### src/rtl/instr_loader_pkg.sv
`default_nettype none
// ============================================================================
// Module   : instr_loader_pkg
// Brief    : Shared types, constants and LFSR step function for instr_loader.
// Revision : 1.0
// ============================================================================
package instr_loader_pkg;

    localparam int DEF_DIV_W = 23;
    localparam int DEF_DEB_W = 16;

    localparam logic [7:0] LFSR_MASK = 8'hB8;

    typedef enum logic [1:0] {
        IDLE    = 2'd0,
        ARM     = 2'd1,
        PRESENT = 2'd2,
        HOLD    = 2'd3
    } load_state_t;

    // Galois form: taps are applied after the shift, keyed on the bit shifted out.
    function automatic logic [7:0] lfsr_next(input logic [7:0] s);
        lfsr_next = {1'b0, s[7:1]} ^ (s[0] ? LFSR_MASK : 8'h00);
    endfunction

endpackage
`default_nettype wire

### src/rtl/btn_debounce.sv
`default_nettype none
// ============================================================================
// Module   : btn_debounce
// Brief    : 2-FF synchroniser, counter debounce and registered rise pulse.
// Revision : 1.0
// ============================================================================
module btn_debounce #(
    parameter int DEB_W = 16
) (
    input  logic clk,
    input  logic rst,
    input  logic btn_raw,
    output logic btn_db,
    output logic press
);

    localparam logic [DEB_W-1:0] c_CNT_MAX = {DEB_W{1'b1}};

    logic             r_sync0;
    logic             r_sync1;
    logic [DEB_W-1:0] r_cnt;
    logic             r_db;
    logic             r_press;

    // press is raised on the same edge that btn_db goes high, so it stays a single cycle.
    always_ff @(posedge clk) begin
        if (rst) begin
            r_sync0 <= 1'b0;
            r_sync1 <= 1'b0;
            r_cnt   <= '0;
            r_db    <= 1'b0;
            r_press <= 1'b0;
        end else begin
            r_sync0 <= btn_raw;
            r_sync1 <= r_sync0;
            r_press <= 1'b0;
            if (r_sync1 == r_db) begin
                r_cnt <= '0;
            end else if (r_cnt == c_CNT_MAX) begin
                r_db    <= r_sync1;
                r_cnt   <= '0;
                r_press <= r_sync1;
            end else begin
                r_cnt <= r_cnt + 1'b1;
            end
        end
    end

    assign btn_db = r_db;
    assign press  = r_press;

endmodule
`default_nettype wire

### src/rtl/instr_loader.sv
`default_nettype none
// ============================================================================
// Module   : instr_loader
// Brief    : Button-driven pseudo-random instruction loader with step clock.
// Revision : 1.0
// ============================================================================
module instr_loader
    import instr_loader_pkg::*;
#(
    parameter int         DIV_W     = DEF_DIV_W,
    parameter int         DEB_W     = DEF_DEB_W,
    parameter int         DATA_W    = 8,
    parameter logic [7:0] LFSR_SEED = 8'hA5
) (
    input  logic              clk,
    input  logic              rst,
    input  logic              btn_raw,
    output logic              step_clk,
    output logic              step_tick,
    output logic [DATA_W-1:0] instr_data,
    output logic              instr_we,
    output logic              busy,
    output logic [7:0]        load_count
);

    localparam logic [DIV_W-1:0] c_TICK_VAL = {1'b0, {(DIV_W-1){1'b1}}};

    logic [DIV_W-1:0]  r_div;
    logic [7:0]        r_lfsr;
    logic              w_btn_db;
    logic              w_press;
    logic              w_tick;

    load_state_t       r_state;
    load_state_t       w_state_nxt;
    logic [DATA_W-1:0] r_data;
    logic [DATA_W-1:0] w_data_nxt;
    logic              r_we;
    logic              w_we_nxt;
    logic [7:0]        r_count;
    logic [7:0]        w_count_nxt;

    btn_debounce #(
        .DEB_W (DEB_W)
    ) u_btn_debounce (
        .clk     (clk),
        .rst     (rst),
        .btn_raw (btn_raw),
        .btn_db  (w_btn_db),
        .press   (w_press)
    );

    always_ff @(posedge clk) begin
        if (rst) begin
            r_div  <= '0;
            r_lfsr <= LFSR_SEED;
        end else begin
            r_div  <= r_div + 1'b1;
            r_lfsr <= lfsr_next(r_lfsr);
        end
    end

    assign w_tick = (r_div == c_TICK_VAL);

    always_ff @(posedge clk) begin
        if (rst) begin
            r_state <= IDLE;
            r_data  <= '0;
            r_we    <= 1'b0;
            r_count <= 8'd0;
        end else begin
            r_state <= w_state_nxt;
            r_data  <= w_data_nxt;
            r_we    <= w_we_nxt;
            r_count <= w_count_nxt;
        end
    end

    // ARM ignores a tick seen on the capture cycle itself: the capture edge moves
    // the FSM into ARM, so only the following tick can end it.
    always_comb begin
        w_state_nxt = r_state;
        w_data_nxt  = r_data;
        w_we_nxt    = r_we;
        w_count_nxt = r_count;
        case (r_state)
            IDLE: begin
                if (w_press) begin
                    w_data_nxt  = r_lfsr;
                    w_we_nxt    = 1'b1;
                    w_state_nxt = ARM;
                end
            end
            ARM: begin
                if (w_tick) begin
                    w_state_nxt = PRESENT;
                end
            end
            PRESENT: begin
                w_we_nxt    = 1'b0;
                w_count_nxt = r_count + 8'd1;
                w_state_nxt = HOLD;
            end
            HOLD: begin
                if (!w_btn_db) begin
                    w_state_nxt = IDLE;
                end
            end
            default: begin
                w_state_nxt = IDLE;
            end
        endcase
    end

    assign step_clk   = r_div[DIV_W-1];
    assign step_tick  = w_tick;
    assign instr_data = r_data;
    assign instr_we   = r_we;
    assign busy       = (r_state != IDLE);
    assign load_count = r_count;

endmodule
`default_nettype wire

### config.mk
export PLATFORM = sky130hd
export DESIGN_NAME = instr_loader
export DESIGN_NICKNAME = d
export VERILOG_FILES = /design/src/rtl/instr_loader_pkg.sv /design/src/rtl/btn_debounce.sv /design/src/rtl/instr_loader.sv
export SDC_FILE = /design/constraint.sdc
export NUM_CORES = 1
export LEC_CHECK = 0
export CAP_MARGIN = 0
export CORE_ASPECT_RATIO = 0.75
export CORE_MARGIN = 1
export CORE_UTILIZATION = 51
export CTS_BUF_LIST = sky130_fd_sc_hd__clkbuf_16
export CTS_CLUSTER_DIAMETER = 200
export CTS_CLUSTER_SIZE = 12
export DETAILED_ROUTE_END_ITERATION = 16
export GPL_TIMING_DRIVEN = 0
export PLACE_DENSITY = 0.69
export SETUP_SLACK_MARGIN = 0.2
export SYNTH_ARGS = -nofsm -noshare
export SYNTH_HDL_FRONTEND = slang
export SYNTH_SLANG_ARGS = --single-unit
### constraint.sdc
create_clock -name clk -period 1.9 [get_ports clk]
set_input_delay 0.57 -clock clk [delete_from_list [all_inputs] [get_ports clk]]
set_output_delay 0.57 -clock clk [all_outputs]
set_load 0.05 [all_outputs]
[After elaboration in Yosys (flattened, before gate mapping)]
Index checks and enable logic that the tools add are counted.
Word-level totals
  output and inout port bits: 20
  flip-flop bits (word level): 70
  logic and storage cells: 42
  input bits: 3
Operators by class
  equal/unequal tests: 9
  bitwise logic cells: 3
  multiplexer cells: 7
  reduce and logical (&&, ||, !) cells: 9
  add/subtract/negate cells: 3
Operators by type and width (count)
  adder 23 x 1 -> 23 bit, second input constant: 1
  equality test 23 x 22 -> 1 bit, second input constant: 1
  adder 16 x 1 -> 16 bit, second input constant: 1
  equality test 16 bit, second input constant: 1
  adder 8 x 1 -> 8 bit, second input constant: 1
  two-way mux 8 bit: 1
  case mux 2 bit (4 select lines): 1
  XOR 7 x 8 -> 8 bit: 1
  two-way mux 2 bit: 3
  AND reduction 2 bit: 3
  OR reduction 3 bit: 2
  equality test 2 bit, second input constant: 2
  != test 2 bit, second input constant: 2
  nonzero test 2 bit: 2
  AND reduction 3 bit: 1
  equality test 2 x 1 -> 1 bit, second input constant: 1
  logical NOT 2 bit: 1
  != test 2 x 1 -> 1 bit, second input constant: 1
  NOT 1 bit: 2
  case mux 1 bit (2 select lines): 1
  equality test 1 bit: 1
  two-way mux 1 bit: 1

[Logic depth before layout (Yosys ltp)]
Gate-level depths: netlist of the first run.
  depth in word-level cells: 3
  depth in mapped cells: 7
  depth with buffers taken out: 6

[By module]
From an unflattened synthesis of the first run, not the netlist that was laid out.
Second synthesis, totals
  cells, all modules: 328
  area, all modules: 2987.9 um^2
By module, submodules not included
  instr_loader: cells each 236, times used 1, area each 2115.8 um^2
  btn_debounce: cells each 92, times used 1, area each 872.1 um^2

[Least setup slack after synthesis of the first run]
Ideal clock, no wire load.
  kind: register to output
  start: register r_div[0]
  end: output step_tick
  cell stages (with the launch flop): 6
  arrival time: 2.013 ns
  buffers on the path: 1
  setup slack: -0.683 ns
  required time: 1.330 ns
  cells stage by stage: dfxtp_1 -> ha_1 -> and4_1 -> nand4_1 -> buf_2 -> nor4_2
On the way
  longest elaborated chain between the ends: 1
Ends and longest elaborated chain
  start, declared: RTL line instr_loader.sv:28  | logic [DIV_W-1:0] r_div;
  start signal, assigned: RTL line instr_loader.sv:58  | r_div <= r_div + 1'b1;
  equality test 23 x 22 -> 1 bit: RTL line instr_loader.sv:63  | assign w_tick = (r_div == c_TICK_VAL);
  end, declared: RTL line instr_loader.sv:19  | output logic step_tick,
No other way between the ends.

[Final worst setup path of the first run]
Ends and elaborated chain as after synthesis.

==> qor.yml, run 1 <==
run_status:
  outcome: "finished with violations"
  failed_checks: "negative setup slack"
drt:
  viasPerCell: 5.32
  drc: 0
  via_count: 2457
  dr.pass1.iters: 4
  routed_wirelength_mm: 6.56
  antenna_left: 0
  wl_per_cell_um: 14.2
  drt_iter0_markers: 102
worst_setup_path:
  cp.arrival_ns: 1.76
  cp.required_ns: 1.33
  cp_slowest_stage_delay_ns: 0.35
  cp_max_fo: 2
  cp_common_cell: "buf_6"
  crit_type: "register to output pin"
  worstSetupEndpointType: "output pin"
  startpoint_type: "register"
  critical_path.cell_chain: "ha_4 > and4_4 > nand4_1 > buf_6 > nor4_4 > buf_6"
  critPathSlowestCell: "dfxtp_2"
job:
  max_cap_viol_count: 0
placement:
  place.gp.congestion: 0.783
  hpwl_mm: 4.00
  portBuffers: 22
  placed_area_um2: 3320
  pre_cts_ws_ns: -0.913
clocking:
  root_buffer: "clkbuf_16"
  clkLatencyLatePin_ns: 0.33
  numCtsBuffers: 9
  clock-sinks: 70
  clockBufferDepth: 2
  h-tree-depth: 3
  cts_tree: "done"
  ctsHoldBuffers: 0
  path_clk_slew_ns: 0.06
pwr:
  p_leak_nw: 1.44
  power_mw: 3.62
  power_density_nw_per_um2: 924
  irDropWorstVdd_v: 0.000833
floorplan:
  die-area_um2: 6130
  core_um2: 5470
  die_x_um: 90.1
  num_rows: 23
  start_util_pct: 54.3
  pin_count: 23
  die_y_um: 68.1
layout:
  nFillCells: 411
  drive_gt1_share_pct: 27.6
  antenna_cells: 0
  final_nets: 393
  mostFrequentLayoutCells: "63 x dfxtp_1, 39 x nor2_1, 23 x nand2_1"
  multiInputGateArea_um2: 1560
  final_common_cell: "dfxtp_1"
  area_delta_synth_final_pct: 32.1
  final_core_util_pct: 71.6
  seq_area_um2: 1410
  final_area_um2: 3920
synth:
  ys_seq_area_share_pct: 47.2
  syn_nets: 335
  synth_area_leaders: "dfxtp_1 47%, xor2_1 5.9%, nor2_1 4.9%"
  synth_top_area_cell: "dfxtp_1"
  syn_inst: 324
  synth.distinct_cells: 43
  avgSynthCellArea_um2: 9.16
  syn_area_um2: 2970
  synth_top_area_share_pct: 47.2
  ys.warnings.count: 0
  ys_seq_elements: 70
sta:
  slew_headroom_pct: 69.6
  fin_crit_ns: 2.33
  fin_crit_sh_pct: 123
  max_freq_mhz: 428
  holdWs_ns: 0.443
  setup_viol: 3
  slew_violations: 0
  fin_worst_skew_ns: 0.00777
  hold_viol: 0
  tightest_slew_ns: 0.457
  finalWorstSetupSlack_ns: -0.434
  rsz0062_at_grt: "yes"
global_routing:
  overflow: 0
  gr-usage-all-layers_pct: 21.6
  antenna_found_initial: 0
  grt_pass1_wl_mm: 10.2
  grt_max_degree: 13
  grt_pass1_vias: 2264
worst_hold_path:
  worstHoldPathType: "register to register"
what timing repair did:
item                                    CTS  global route
buffers inserted                         20             4
pin swaps                                10            12
gates cloned                              0             1
endpoints found under the setup margin   74            44
gates resized for setup                 103            19
hold endpoints to repair                  0             0
routing by layer:
| metal | GRT usage, % | share of wire, % | vias to the layer above |
|---|---|---|---|
| met2 | 38.5 | 47 | 62 |
| met3 | 6.11 | 5.1 | 6 |
| met5 | 0 | 0 | - |
| li1 | - | - | 1250 |
| met1 | 25.8 | 47 | 1139 |
| met4 | 7.26 | 0.76 | 0 |
flip-flops by register name, indices dropped and copies added (netlist names):
name,cells
instr_we,1
instr_data,8
r_state,2
u_btn_debounce.btn_db,1
load_count,8
u_btn_debounce.r_sync0,1
u_btn_debounce.r_sync1,1
r_div,23
u_btn_debounce.r_cnt,16
r_lfsr,8
u_btn_debounce.press,1
stage by stage:
step | instances | TNS (ns)
6_report | 462 | -0.892
3_5_place_dp | 421 | -9.80
5_1_grt | 462 | -1.28
3_3_place_gp | 421 | -10.38
2_1_floorplan | 324 | -0.371
4_1_cts | 457 | -0.697
synthesized netlist by cell type (all sizes together):
cell,instances
inv,9
a31o,1
mux2i,3
or4,7
nand2b,6
nor3,3
and4,5
xor2,20
nand2,24
or3,5
a21oi,21
clkbuf,9
o21ba,1
nor4,3
and2,3
or2,4
o21ai,5
a31oi,1
xnor2,13
dfxtp,70
nor2,39
ha,8
buf,6
nand3,20
a211oi,1
a221o,1
and3,6
nand4,14
o2111ai,1
o31a,1
o31ai,8
o311a,1
nor2b,5
power breakdown:
group	leakage [nW]	switching, mW	total [mW]	internal, mW
clock network	0.133	0.609	1.61	1.00
registers	0.571	0.0353	1.55	1.51
logic	0.740	0.247	0.457	0.209
critical path, delay by kind of cell, from the launching register on:
kind / cells / cell delay, ns
buf+inv: 2 / 0.39
flops: 1 / 0.35
simple gates: 3 / 0.57
fa+ha+maj: 1 / 0.14
final cells by class:
type                            count  area share [%]
Timing Repair Buffer               47            11.1
Sequential cell                    70            36.1
Clock inverter                      7            1.66
Buffer                             15            2.11
Inverter                            9            1.02
Multi-Input combinational cell    230            39.9
Clock buffer                        9            5.75
Tap cell                           75            2.40
cell families after synthesis:
family | count (synthesis) | synth area share [%]
multiplexers | 3 | 1.01
AND/OR/NAND/NOR | 144 | 26.2
flip-flops | 70 | 47.2
buffers and inverters | 24 | 3.33
XOR/XNOR | 33 | 9.74
AO/OA/AOI/OAI | 42 | 9.07
adder cells (fa/ha/maj) | 8 | 3.37
final timing paths:
check | from | end | slack (ns) | depth (start not counted)
max | r_div[0] | step_tick | -0.43 | 6
min | u_btn_debounce.r_sync0 | u_btn_debounce.r_sync1 | 0.44 | 1
min reg2reg | u_btn_debounce.r_sync0 | u_btn_debounce.r_sync1 | 0.44 | 1
max reg2reg | r_div[0] | r_state[0] | -0.38 | 12
(Power assumes the default switching activity.)
==> run 2: changes to the inputs <==
Settings changed: SETUP_SLACK_MARGIN 0.2 to not set.
==> run 2 against run 1 <==
Net effect: the flow still finishes with violations (negative setup slack); first-iteration DRC count shrank 28%; sequential share of layout area up 1.3 points; non-clock buffer count decreased by 16; critical path depth unchanged; utilization is 2.6 points lower; wire length shrank 6.4%; clock skew down 0.0020 ns; worst hold slack got worse by 0.0069 ns; cell area down 3.6%; via count is 3.8% lower; critical endpoint unchanged; highest routed layer unchanged.
==> qor.yml, run 2 (same netlist as run 1, synthesis figures left out) <==
drt:
  met3WireLength_um: 172
  wl_per_cell_um: 13.8
  routed_wirelength_mm: 6.14
  antenna_left: 0
  drt_iter0_markers: 73
  drc: 0
  via_count: 2363
  wl_met2_mm: 2.85
  viasPerCell: 5.30
  top_layer: "met4"
  dr.pass1.iters: 4
  wl_met1_mm: 3.04
placement:
  place.gp.congestion: 0.788
  hpwl_mm: 4.02
  dp.cells: 421
  placed_area_um2: 3310
  portBuffers: 22
clocking:
  ctsHoldBuffers: 0
  numCtsBuffers: 9
  clkLatencyLatePin_ns: 0.32
  root_buffer: "clkbuf_16"
  clock-sinks: 70
  cts_tree: "done"
  h-tree-depth: 3
  clockBufferDepth: 2
  path_clk_slew_ns: 0.06
sta:
  setup_viol: 1
  fin_crit_sh_pct: 121
  tightest_slew_ns: 0.514
  slew_headroom_pct: 65.8
  max_freq_mhz: 436
  fin_crit_ns: 2.29
  slew_violations: 0
  holdWs_ns: 0.437
  rsz0062_at_grt: "yes"
  fin_worst_skew_ns: 0.00577
  hold_viol: 0
  finalWorstSetupSlack_ns: -0.393
run_status:
  failed_checks: "negative setup slack"
  outcome: "finished with violations"
pwr:
  swShare_pct: 21.7
  p_leak_nw: 1.45
  p_seq_share_pct: 39.6
  p_int_mw: 3.05
  power_mw: 3.89
  irDropWorstVdd_v: 0.000717
  power_density_nw_per_um2: 1030
  p_clk_share_pct: 51.8
  comb_power_share_pct: 8.5
  power.switching_uw: 844
floorplan:
  die_x_um: 90.1
  pin_count: 23
  die_y_um: 68.1
  core_um2: 5470
  num_rows: 23
  die-area_um2: 6130
  start_util_pct: 54.3
worst_hold_path:
  min-delay-start: "u_btn_debounce.r_sync0"
  holdPathEnd: "u_btn_debounce.r_sync1"
  worstHoldPathType: "register to register"
  hold_depth: 1
job:
  max_cap_viol_count: 0
worst_setup_path:
  crit_type: "register to output pin"
  reg2reg_to: "r_state[1]"
  rrSetupSlack_ns: 0.02
  cp_max_fo: 2
  startpoint_type: "register"
  rr_worst_depth: 8
  cp.required_ns: 1.33
  reg2reg_from: "r_div[1]"
  worstSetupEndpointType: "output pin"
  cp.arrival_ns: 1.72
global_routing:
  overflow: 0
  grt_pass1_vias: 2106
  gr-usage-all-layers_pct: 21.5
  antenna_found_initial: 0
  grt_max_degree: 13
  grt_pass1_wl_mm: 10.1
layout:
  drive_gt1_share_pct: 16.7
  instances_no_fill: 446
  top_regs: "r_div: 23 flops, u_btn_debounce.r_cnt: 16 flops"
  mostFrequentLayoutCells: "61 x dfxtp_1, 39 x nor2_1, 24 x nand2_1"
  nFillCells: 439
  final_core_util_pct: 69.1
  regMostFlops: "r_div"
  final_nets: 377
  largest_reg_flops: 23
  final_common_cell: "dfxtp_1"
  final_area_um2: 3780
  antenna_cells: 0
  area_delta_synth_final_pct: 27.3
## run 2: area by class of cell
| type | count | area [µm²] | area share, % |
|---|---|---|---|
| Clock inverter | 7 | 136 | 3.61 |
| Timing Repair Buffer | 32 | 288 | 7.62 |
| Buffer | 14 | 70.1 | 1.85 |
| Sequential cell | 70 | 1410 | 37.4 |
| Multi-Input combinational cell | 230 | 1520 | 40.2 |
| Clock buffer | 9 | 225 | 5.96 |
| Inverter | 9 | 33.8 | 0.894 |
| Tap cell | 75 | 93.8 | 2.48 |
## run 2: worst max path at each step
| stage | cells after the start | endpoint | slack, ns | start |
|---|---|---|---|---|
| after detailed placement | 6 | step_tick | -0.92 | r_div[0] |
| after global placement | 6 | step_tick | -0.92 | r_div[1] |
| after global routing | 6 | step_tick | -0.47 | r_div[1] |
| after floorplan | 5 | step_tick | -0.32 | r_div[1] |
| after CTS | 6 | step_tick | -0.51 | r_div[0] |
| final | 6 | step_tick | -0.39 | r_div[1] |
## run 2: layer usage
metal  up-vias  track usage (%)
li1       1211                -
met1      1113             27.8
met2        31             34.7
met3         8             6.33
met4         0             7.26
met5         -                0
## run 2: critical path, cell delays in order (launching register included)
cell and delay (ns):
dfxtp_2 0.35, ha_4 0.14, and4_4 0.22, nand4_1 0.15, buf_6 0.17, nor4_4 0.18
buf_6 0.20
## run 2: power by group through the flow
stage	combinational (mW)	clock, mW	sequential (mW)
after global placement	0.309	0	1.57
after global routing	0.368	2.10	1.55
after floorplan	0.224	0	1.58
after CTS	0.324	2.04	1.54
after detailed placement	0.314	0	1.57
final	0.331	2.02	1.54
## run 2: repair_timing
item,CTS,global route
endpoints found under the setup margin,30,33
pin swaps,5,7
buffers inserted,13,2
endpoints found under the hold margin,0,0
gates resized for setup,42,15
## run 2: stage by stage
| step | TNS (ns) | setup WS [ns] |
|---|---|---|
| after CTS | -0.762 | -0.508 |
| after floorplan | -0.371 | -0.321 |
| final | -0.393 | -0.393 |
| after detailed placement | -10.34 | -0.922 |
| after global routing | -0.554 | -0.467 |
| after global placement | -10.77 | -0.920 |
==> run 3: changes to the inputs <==
Settings changed: CTS_BUF_LIST sky130_fd_sc_hd__clkbuf_16 to not set, TNS_END_PERCENT set to 30.
==> run 3 against run 2 <==
Net effect: the run still ends with negative setup slack left; clock power shrank 20%; worst setup slack got worse by 0.051 ns; sequential share of layout area grew 1.2 points; total power is 10% lower; via count about the same; wire length increased by 0.23%; non-clock buffer count decreased by 1; die area unchanged; fmax decreased by 2.2%; sequential power is essentially flat; first-iteration DRC count fell by 1.4%; cell area shrank 3.2%; critical path type unchanged.
==> qor.yml, run 3 (same netlist as run 1, synthesis figures left out) <==
run_status:
  outcome: "finished with violations"
  failed_checks: "negative setup slack"
pwr:
  p_seq_share_pct: 44.2
  power_mw: 3.49
  swShare_pct: 23.2
  p_clk_share_pct: 46.2
  p_int_mw: 2.68
  comb_power_share_pct: 9.7
  irDropWorstVdd_v: 0.000635
  power_density_nw_per_um2: 955
  power.switching_uw: 808
  p_leak_nw: 1.39
placement:
  place.gp.congestion: 0.788
  hpwl_mm: 4.02
  portBuffers: 22
  dp.cells: 421
  placed_area_um2: 3310
global_routing:
  grt_pass1_wl_mm: 10.3
  grt_max_degree: 13
  gr-usage-all-layers_pct: 22.2
  grt_pass1_vias: 2133
  antenna_found_initial: 0
  overflow: 0
floorplan:
  die_y_um: 68.1
  pin_count: 23
  start_util_pct: 54.3
  die_x_um: 90.1
  die-area_um2: 6130
  core_um2: 5470
  num_rows: 23
clocking:
  cts_tree: "done"
  clockBufferDepth: 2
  numCtsBuffers: 9
  h-tree-depth: 3
  clkLatencyLatePin_ns: 0.35
  clock-sinks: 70
  root_buffer: "clkbuf_8"
  path_clk_slew_ns: 0.08
layout:
  final_area_um2: 3650
  drive_gt1_share_pct: 17.3
  largest_reg_flops: 23
  instances_no_fill: 445
  mostFrequentLayoutCells: "63 x dfxtp_1, 39 x nor2_1, 24 x nand2_1"
  area_delta_synth_final_pct: 23.2
  final_core_util_pct: 66.8
  regMostFlops: "r_div"
  antenna_cells: 0
  top_regs: "r_div: 23 flops, u_btn_debounce.r_cnt: 16 flops"
  final_common_cell: "dfxtp_1"
  final_nets: 376
  nFillCells: 460
worst_setup_path:
  critical_path.cell_chain: "ha_4 > and4_4 > nand4_1 > buf_6 > nor4_4 > buf_6"
  cp.arrival_ns: 1.77
  critPathSlowestCell: "dfxtp_2"
  worst-path-buf-inv: 2
  cp_common_cell: "buf_6"
  crit_cells: 6
  crit_family: "simple AND/OR/NAND/NOR gates"
  worstSetupEndpointType: "output pin"
  startpoint_type: "register"
  cp.required_ns: 1.33
  rr_worst_depth: 7
  cp_slowest_stage_delay_ns: 0.36
  cp_max_fo: 2
  crit_type: "register to output pin"
drt:
  routed_wirelength_mm: 6.16
  dr.pass1.iters: 4
  via_count: 2361
  antenna_left: 0
  met3WireLength_um: 185
  drt_iter0_markers: 72
  wl_met1_mm: 3.01
  drc: 0
  top_layer: "met4"
  wl_met2_mm: 2.85
  viasPerCell: 5.31
  wl_per_cell_um: 13.8
job:
  max_cap_viol_count: 0
sta:
  slew_violations: 0
  fin_crit_sh_pct: 123
  max_freq_mhz: 427
  hold_viol: 0
  fin_crit_ns: 2.34
  fin_worst_skew_ns: 0.00848
  finalWorstSetupSlack_ns: -0.443
  slew_headroom_pct: 67.0
  tightest_slew_ns: 0.497
  setup_viol: 1
  rsz0062_at_grt: "yes"
worst_hold_path:
  worstHoldPathType: "register to register"
  hold_depth: 1
run 3: final cells by class:
type | count | area (µm²) | area share, %
Multi-Input combinational cell | 230 | 1520 | 41.5
Clock inverter | 6 | 133 | 3.63
Timing Repair Buffer | 31 | 259 | 7.09
Clock buffer | 10 | 138 | 3.77
Sequential cell | 70 | 1410 | 38.6
Tap cell | 75 | 93.8 | 2.57
Inverter | 9 | 33.8 | 0.924
Buffer | 14 | 70.1 | 1.92
run 3: through the flow:
stage	hold WS, ns	setup WS, ns	TNS (ns)
floorplan	0.413	-0.321	-0.371
global placement	0.419	-0.920	-10.77
detailed placement	0.426	-0.922	-10.34
CTS	0.444	-0.539	-0.802
global route	0.461	-0.548	-0.582
finish	0.440	-0.443	-0.443
run 3: routing by layer:
| metal | vias up | track usage, % |
|---|---|---|
| met1 | 1113 | 28.0 |
| met2 | 27 | 34.9 |
| met3 | 10 | 7.11 |
| met5 | - | 0 |
| li1 | 1211 | - |
| met4 | 0 | 10.9 |
run 3: worst reg2reg max path, stage by stage, from the launching register on:
cell	delay, ns
dfxtp_2	0.36
ha_4	0.14
and4_4	0.22
nand4_1	0.15
buf_6	0.17
buf_4	0.16
o31ai_2	0.33
mux2i_1	0.21
run 3: what timing repair did:
action,in CTS,in global routing
setup buffers,13,2
pin swaps,6,5
endpoints found under the setup margin,30,38
gates resized for setup,45,18
hold endpoints to repair,0,0
hold buffers,0,0
run 3: path summary, 6_finish.rpt:
path / from / end / slack (ns)
max: r_div[1] / step_tick / -0.44
min: u_btn_debounce.r_sync0 / u_btn_debounce.r_sync1 / 0.44
max reg2reg: r_div[1] / r_state[1] / 0.08
min reg2reg: u_btn_debounce.r_sync0 / u_btn_debounce.r_sync1 / 0.44
run 3: power by group through the flow:
stage | Clock (mW) | Sequential [mW] | Combinational, mW
floorplan | 0 | 1.58 | 0.224
global placement | 0 | 1.57 | 0.309
detailed placement | 0 | 1.57 | 0.314
CTS | 1.63 | 1.54 | 0.324
global route | 1.68 | 1.54 | 0.376
finish | 1.61 | 1.54 | 0.338
